`src/rtl/prog_time_base_gen.sv`:
```
// Multi-channel programmable time base: per-channel modulo counters emitting one-cycle
// tick pulses, with shadowed divisor/mode registers applied at wrap or on global sync.
module prog_time_base_gen #(
  parameter int unsigned N_CH        = 4,
  parameter int unsigned WIDTH       = 16,
  parameter int unsigned DEFAULT_DIV = 5
) (
  input  logic                                      clk,
  input  logic                                      reset_n,
  input  logic [N_CH-1:0]                           en,
  input  logic                                      sync,
  input  logic                                      cfg_we,
  input  logic [((N_CH > 1) ? $clog2(N_CH) : 1)-1:0] cfg_ch,
  input  logic [WIDTH-1:0]                          cfg_div,
  input  logic                                      cfg_oneshot,
  output logic [N_CH-1:0]                           tick,
  output logic [N_CH-1:0]                           done,
  output logic                                      cfg_err
);

  localparam int unsigned CH_W = (N_CH > 1) ? $clog2(N_CH) : 1;

  logic [WIDTH-1:0] cnt_q     [N_CH];
  logic [WIDTH-1:0] cnt_d     [N_CH];
  logic [WIDTH-1:0] div_act_q [N_CH];
  logic [WIDTH-1:0] div_act_d [N_CH];
  logic [WIDTH-1:0] div_sh_q  [N_CH];
  logic [WIDTH-1:0] div_sh_d  [N_CH];
  logic [N_CH-1:0]  mode_act_q, mode_act_d;
  logic [N_CH-1:0]  mode_sh_q,  mode_sh_d;
  logic [N_CH-1:0]  pend_q,     pend_d;
  logic [N_CH-1:0]  tick_q,     tick_d;
  logic [N_CH-1:0]  done_q,     done_d;
  logic             cfg_err_q,  cfg_err_d;

  // Next-state: write decode, per-channel count/wrap, shadow hand-off.
  always_comb begin
    logic ch_ok;
    logic wr_ok;
    logic wr_c;
    logic wrap_c;

    ch_ok      = 1'b0;
    wr_ok      = 1'b0;
    wr_c       = 1'b0;
    wrap_c     = 1'b0;
    cnt_d      = cnt_q;
    div_act_d  = div_act_q;
    div_sh_d   = div_sh_q;
    mode_act_d = mode_act_q;
    mode_sh_d  = mode_sh_q;
    pend_d     = pend_q;
    done_d     = done_q;
    tick_d     = '0;

    // Explicit match avoids relying on an out-of-range compare when N_CH is a power of two.
    for (int unsigned c = 0; c < N_CH; c++) begin
      if (cfg_ch == CH_W'(c)) ch_ok = 1'b1;
    end
    wr_ok     = cfg_we & (cfg_div != '0) & ch_ok;
    cfg_err_d = cfg_we & ~wr_ok;

    for (int unsigned c = 0; c < N_CH; c++) begin
      wr_c   = wr_ok & (cfg_ch == CH_W'(c));
      wrap_c = en[c] & ~done_q[c] & (cnt_q[c] == div_act_q[c] - WIDTH'(1));

      if (sync) begin
        cnt_d[c]  = '0;
        done_d[c] = 1'b0;
        pend_d[c] = 1'b0;
        if (wr_c) begin
          div_act_d[c]  = cfg_div;
          mode_act_d[c] = cfg_oneshot;
          div_sh_d[c]   = cfg_div;
          mode_sh_d[c]  = cfg_oneshot;
        end else if (pend_q[c]) begin
          div_act_d[c]  = div_sh_q[c];
          mode_act_d[c] = mode_sh_q[c];
        end
      end else begin
        if (wrap_c) begin
          cnt_d[c]  = '0;
          tick_d[c] = 1'b1;
          if (mode_act_q[c]) done_d[c] = 1'b1;
          if (pend_q[c]) begin
            div_act_d[c]  = div_sh_q[c];
            mode_act_d[c] = mode_sh_q[c];
            pend_d[c]     = 1'b0;
          end
        end else if (en[c] & ~done_q[c]) begin
          cnt_d[c] = cnt_q[c] + WIDTH'(1);
        end
        // A write landing on a wrap cycle stays pending for the following period.
        if (wr_c) begin
          div_sh_d[c]  = cfg_div;
          mode_sh_d[c] = cfg_oneshot;
          pend_d[c]    = 1'b1;
        end
      end
    end
  end

  always_ff @(posedge clk or negedge reset_n) begin
    if (!reset_n) begin
      for (int unsigned c = 0; c < N_CH; c++) begin
        cnt_q[c]     <= '0;
        div_act_q[c] <= WIDTH'(DEFAULT_DIV);
        div_sh_q[c]  <= WIDTH'(DEFAULT_DIV);
      end
      mode_act_q <= '0;
      mode_sh_q  <= '0;
      pend_q     <= '0;
      tick_q     <= '0;
      done_q     <= '0;
      cfg_err_q  <= 1'b0;
    end else begin
      cnt_q      <= cnt_d;
      div_act_q  <= div_act_d;
      div_sh_q   <= div_sh_d;
      mode_act_q <= mode_act_d;
      mode_sh_q  <= mode_sh_d;
      pend_q     <= pend_d;
      tick_q     <= tick_d;
      done_q     <= done_d;
      cfg_err_q  <= cfg_err_d;
    end
  end

  assign tick    = tick_q;
  assign done    = done_q;
  assign cfg_err = cfg_err_q;

endmodule

```
`config.mk`:
```
export PLATFORM = sky130hd
export DESIGN_NAME = prog_time_base_gen
export DESIGN_NICKNAME = d
export VERILOG_FILES = /design/src/rtl/prog_time_base_gen.sv
export SDC_FILE = /design/constraint.sdc
export NUM_CORES = 1
export LEC_CHECK = 0
export ABC_CLOCK_PERIOD_IN_PS = 3200
export BUFFER_PORTS_ARGS = -buffer_cell sky130_fd_sc_hd__buf_2
export CAP_MARGIN = 30
export CORE_MARGIN = 2
export CORE_UTILIZATION = 45
export CTS_BUF_LIST = sky130_fd_sc_hd__clkbuf_8
export DETAILED_ROUTE_END_ITERATION = 12
export HOLD_SLACK_MARGIN = 0.15
export PLACE_DENSITY = 0.62
export REMOVE_ABC_BUFFERS = 1
export SETUP_SLACK_MARGIN = 0.4
export SLEW_MARGIN = 5
export SYNTH_ARGS = -nofsm -noshare
export SYNTH_HDL_FRONTEND = slang
export SYNTH_SLANG_ARGS = --single-unit
```
`constraint.sdc`:
```
create_clock -name clk -period 3.2 [get_ports clk]
set_clock_uncertainty 0.2 [all_clocks]
set_input_delay 0.16 -clock clk [delete_from_list [all_inputs] [get_ports clk]]
set_output_delay 0.16 -clock clk [all_outputs]
set_load 0.005 [all_outputs]
```
Word-level counts from Yosys, hierarchy flattened
Index checks and enable logic that the tools add are counted.
{"block": "classes", "n_addsub": 8, "eq_ne": 7, "n_mux": 80, "bitwise": 20, "reduce_logical": 22}
{"operator": "$mux W16", "n": 28}
{"operator": "$add A16 B1 Y16 const B", "n": 4}
{"operator": "$eq A16 B16 Y1", "n": 4}
{"operator": "$sub A16 B1 Y16 const B", "n": 4}
{"operator": "$mux W1", "n": 52}
{"operator": "$reduce_bool A3 Y1", "n": 8}
{"operator": "$reduce_bool A16 Y1", "n": 1}
{"operator": "$reduce_bool A2 Y1", "n": 8}
{"operator": "$and A1 B1 Y1", "n": 15}
{"operator": "$reduce_and A2 Y1", "n": 4}
{"operator": "$not A1 Y1", "n": 5}
{"operator": "$eq A2 B2 Y1 const B", "n": 2}
{"operator": "$eq A2 B1 Y1 const B", "n": 1}
{"operator": "$logic_not A2 Y1", "n": 1}
{"block": "word_totals", "register_bits": 213, "input_bits": 27, "wordCells": 167}

Depth between registers and ports, before layout
{"block": "depth", "depth_word": 9, "mapped_depth": 12, "ltp_nobuf": 10}

Worst setup path before layout
OpenSTA, ideal clock, no wires.
{"block": "synth_timing", "path_type": "register -> register", "start": "register div_act_q[49] (netlist name)", "end": "register div_act_q[54] (netlist name)", "t_arrival_ns": 2.812, "required_ns": 2.920, "path_slack_ns": 0.108, "stages_incl_launch_ff": 13, "n_path_buf": 2, "path_cell_list": "dfrtp_1 inv_1 ha_1 clkbuf_1 or4b_2 nor2_1 nand2_1 xnor2_1 a2111oi_2 a41o_1 a21boi_4 buf_4 a2bb2oi_1"}
{"block": "synth_between", "elab_chain_cells": 4}
{"element": "start: declaration", "line": "25", "text": "logic [WIDTH-1:0] div_act_q [N_CH];"}
{"element": "start signal: indexed assignment", "line": "107", "text": "div_act_q[c] <= WIDTH'(DEFAULT_DIV);"}
{"element": "start signal: assignment", "line": "118", "text": "div_act_q <= div_act_d;"}
{"element": "$sub A16 B1 Y16", "line": "65", "text": "wrap_c = en[c] & ~done_q[c] & (cnt_q[c] == div_act_q[c] - WIDTH'(1));"}
{"element": "$eq A16 B16 Y1", "line": "65"}
{"element": "$and A1 B1 Y1", "line": "65"}
{"element": "$reduce_bool A2 Y1 (no line)"}
Every way passes these cells.
A chain may end at the register's enable or synchronous reset.

Worst setup path in the final report
{"block": "layout_timing", "start": "register div_act_q[35] (netlist name)", "end": "register cnt_q[46] (netlist name)"}
{"block": "layout_between", "elab_chain_cells": 5, "elab_cells_between_ends": 6}
{"element": "$sub A16 B1 Y16 (*)", "line": "65"}
{"element": "$eq A16 B16 Y1 (*)", "line": "65"}
{"element": "$and A1 B1 Y1 (*)", "line": "65"}
{"element": "$mux W16", "line": "81", "text": "if (wrap_c) begin"}
{"element": "$mux W16", "line": "67", "text": "if (sync) begin"}
{"element": "end signal: assignment", "line": "117", "text": "cnt_q <= cnt_d;"}
{"element": "end: declaration", "line": "23", "text": "logic [WIDTH-1:0] cnt_q [N_CH];"}
Mark *: on every way between the ends. The rest lies on a longest branch, timed or not.

==> metrics <==
minimum clock period 3090 ps; Routed wire per std cell 18.8 microns; Max Freq 0.323 GHz; die area 0.0271 sq mm; Data arrival, critical path around 3300 ps; Num CTS Buffers 38; Core ar. 0.0253 sq mm; R2R cell count 13; Starting DRT DRC Count 627; Max FO, Critical Path 7; Worst Hold Class in -> reg; DRT Wirelength 30,700 microns; clock sinks 213; reg2reg end cnt_q[46]$_DFFE_PN0P_; Post-Place Cell Area roughly 0.012 sq mm; Core Rows 58; worst relative slew slack 49.5%; Top Layer Used met4; status completed; Clock Latency Late Sink ~530 ps; Synth async-reset ratio 100%; cell taking the most area after synthesis dfrtp_1; Met2 Routed Length 14,200 microns; RSZ-0062 raised after global routing yes; synthesized area 0.0116 sq mm; Pwr Density 566 mW/mm^2; routed vias 9,508; R2R setup slack 110 ps; H-tree depth 2; Worst Tran Pin Value 758 ps; final worst-path cycle share 96.7%; YS warnings 0; maximum root-to-sink buffer count 3; Max-Cap Viols 0; Post-route DRC 0; global-route usage over all layers 23.0%; sequential share of the synthesized area about 46%; root buffer cell clkbuf_8; vias per cell 5.82; Core Util, Final 57.8%; Synth Register Bits 213; CTS tree built; initial antenna violation count 0; fraction of layout cells with a size suffix above 1 30.5%; Initial DRT Pass Iterations 6; Post-Syn Instances approximately 1,200; Worst EP required 3410 ps; reg2reg start div_act_q[35]$_DFFE_PN0P_; Nets 1,309; Antenna Nets Post-Route 0; largest net degree at the start of global routing 98; hpwl dp between 15,000 and 20,000 microns; Worst Setup End Kind flop; CP Launch Point div_act_q[35]$_DFFE_PN0P_; Die X ~160 microns; final setup margin roughly 110 ps; Worst Setup EP cnt_q[46]$_DFFE_PN0P_; ranking of synthesized cells by area dfrtp_1, mux2_2, xor2_1; final instance area 0.0146 sq mm; Yosys cell types 68; P_leak slightly below 0.006 uW; Post-synth EDFFs 0; Starting Density between 40 and 50%; number of max-slew violations in the final report 0; total grt overflow 0; Post-Place Worst Slack 35.5 ps; final setup fails 0; Main synth FF type dfrtp_1; Hold Violations, Final 0; Worst Setup Path Type reg -> reg; I/O Buffers 35; vias in the first global route 9,357; Worst VDD drop 0.363 mV; Area growth, synth to finish 25.7%; global-route wire length before repair 49,600 microns; top-area cell type share of the netlist area 42.5%; IO Pins 36; Clock transition at path regs 60 ps; met1 wire length around 14,000 microns; Fillers 2,152; crit path launch type flop; Synth Area per Inst 9.98 sq um; Die Ht approximately 160 microns; routability cong. slightly below 0.9; Fin Hold WS 290 ps; met3 routed WL approximately 1400 microns; n_diodes 0
-- worst min-delay path by stage --
stage                              from  slack, ps  cells past startpoint                        to
6_report                          en[0]        290                      4     cnt_q[49]$_DFFE_PN0P_
5_1_grt        mode_sh_q[0]$_DFFE_PN0P_        310                      1  mode_sh_q[0]$_DFFE_PN0P_
4_1_cts                           en[0]        250                      4     cnt_q[49]$_DFFE_PN0P_
3_5_place_dp                    reset_n         60                      1     cnt_q[51]$_DFFE_PN0P_
3_3_place_gp                    reset_n         60                      1     cnt_q[51]$_DFFE_PN0P_
2_1_floorplan                   reset_n       -340                      0         cfg_err$_DFF_PN0_
-- metal layers --
| metal | vias to the layer above | GRT usage, % |
|---|---|---|
| met5 | - | 0 |
| met4 | 0 | 7.98 |
| met3 | 69 | 4.27 |
| met2 | 213 | 36.2 |
| met1 | 4748 | 32.1 |
| li1 | 4478 | - |
-- registers in the layout (all words and copies together) (netlist names) --
| name | count |
|---|---|
| mode_sh_q | 4 |
| mode_act_q | 4 |
| cfg_err | 1 |
| div_sh_q | 64 |
| div_act_q | 64 |
| cnt_q | 64 |
| done | 4 |
| pend_q | 4 |
| tick | 4 |
-- timing repair --
action                                  4_1_cts  5_1_grt
hold buffers                                 30        0
gates cloned                                  7        2
endpoints found under the setup margin      103      148
pin swaps                                    23       34
setup buffers                                23        4
endpoints found under the hold margin       372        0
gates resized for setup                      87      101
-- logic make-up after synthesis --
family	after synthesis	synth area share, %
simple gates	394	17.3
xor+xnor	117	8.83
fa+ha+maj	8	0.863
compound gates	244	15.4
mux	81	7.75
flops	213	46.1
buf+inv	105	3.69
-- metrics by stage --
step                total power, uW  instances  TNS, ps
finish                         8260       1633        0
global route                   8700       1633    -75.9
CTS                            8070       1627        0
detailed placement             5210       1498        0
global placement               5180       1498        0
floorplan                      4650       1080   -32490
-- placed cells by master (no fill, tap or decap), types with 14 or more instances in the layout --
cell type,instances
buf_6,17
clkbuf_8,49
nor3_1,21
nand3_1,38
a21oi_1,19
buf_4,59
dfrtp_1,194
a2bb2oi_2,40
o22ai_1,70
nand4_1,29
and3_1,14
xor2_1,62
nor2b_1,14
buf_2,34
inv_1,35
nand2_1,75
dfstp_2,16
nor2_1,97
mux2_2,69
xnor2_1,54
a2bb2oi_1,24
dlygate4sd3_1,30
-- worst max-delay path, stage by stage, from the launching register on --
cell	delay, ps
dfrtp_1	410
buf_4	160
or4b_4	540
buf_6	150
o21ai_2	100
o211ai_1	130
buf_4	170
buf_6	100
buf_6	110
nor2b_4	90
nand4b_1	110
or4_4	510
nand4_1	120
o211ai_1	80
-- layout make-up --
type / instances / area, sq um / share of cell area, %
Multi-Input combinational cell: 844 / 6530 / 44.8
Clock inverter: 20 / 109 / 0.746
Sequential cell: 213 / 5350 / 36.7
Timing Repair Buffer: 154 / 1420 / 9.70
Clock buffer: 49 / 674 / 4.62
Inverter: 23 / 86.3 / 0.592
Tap cell: 330 / 413 / 2.83
-- cells in the mapped netlist, types with 3 or more instances --
cell type	count
and4_1	6
or4_1	5
o31ai_1	4
dfrtp_1	197
and3_1	14
a2bb2oi_2	3
or2_2	3
a21boi_4	3
nand2b_1	7
buf_1	11
o21ai_0	23
o2bb2a_1	4
mux2_2	70
nor4_1	15
dfstp_2	16
clkbuf_1	53
xor2_1	62
a31oi_1	13
o211ai_1	7
buf_2	13
nand3b_1	4
a2bb2oi_1	61
nand4_1	29
o22ai_1	71
a41o_1	4
o21ai_1	3
nor2_1	109
nor3_1	28
or3_1	14
a21oi_1	25
nor4b_1	5
inv_1	22
nand4b_1	4
nand2_1	82
nand3_1	40
nor2b_1	15
xnor2_1	55
mux2i_1	11
ha_1	8
-- power by group --
part	total, uW	leakage [uW]	switching, uW	internal, uW
Clock	2600	0.000458	1150	1450
Sequential	3660	0.00261	503	3160
Combinational	2000	0.00286	913	1090
Note: power is estimated with default switching activity, not from simulation.
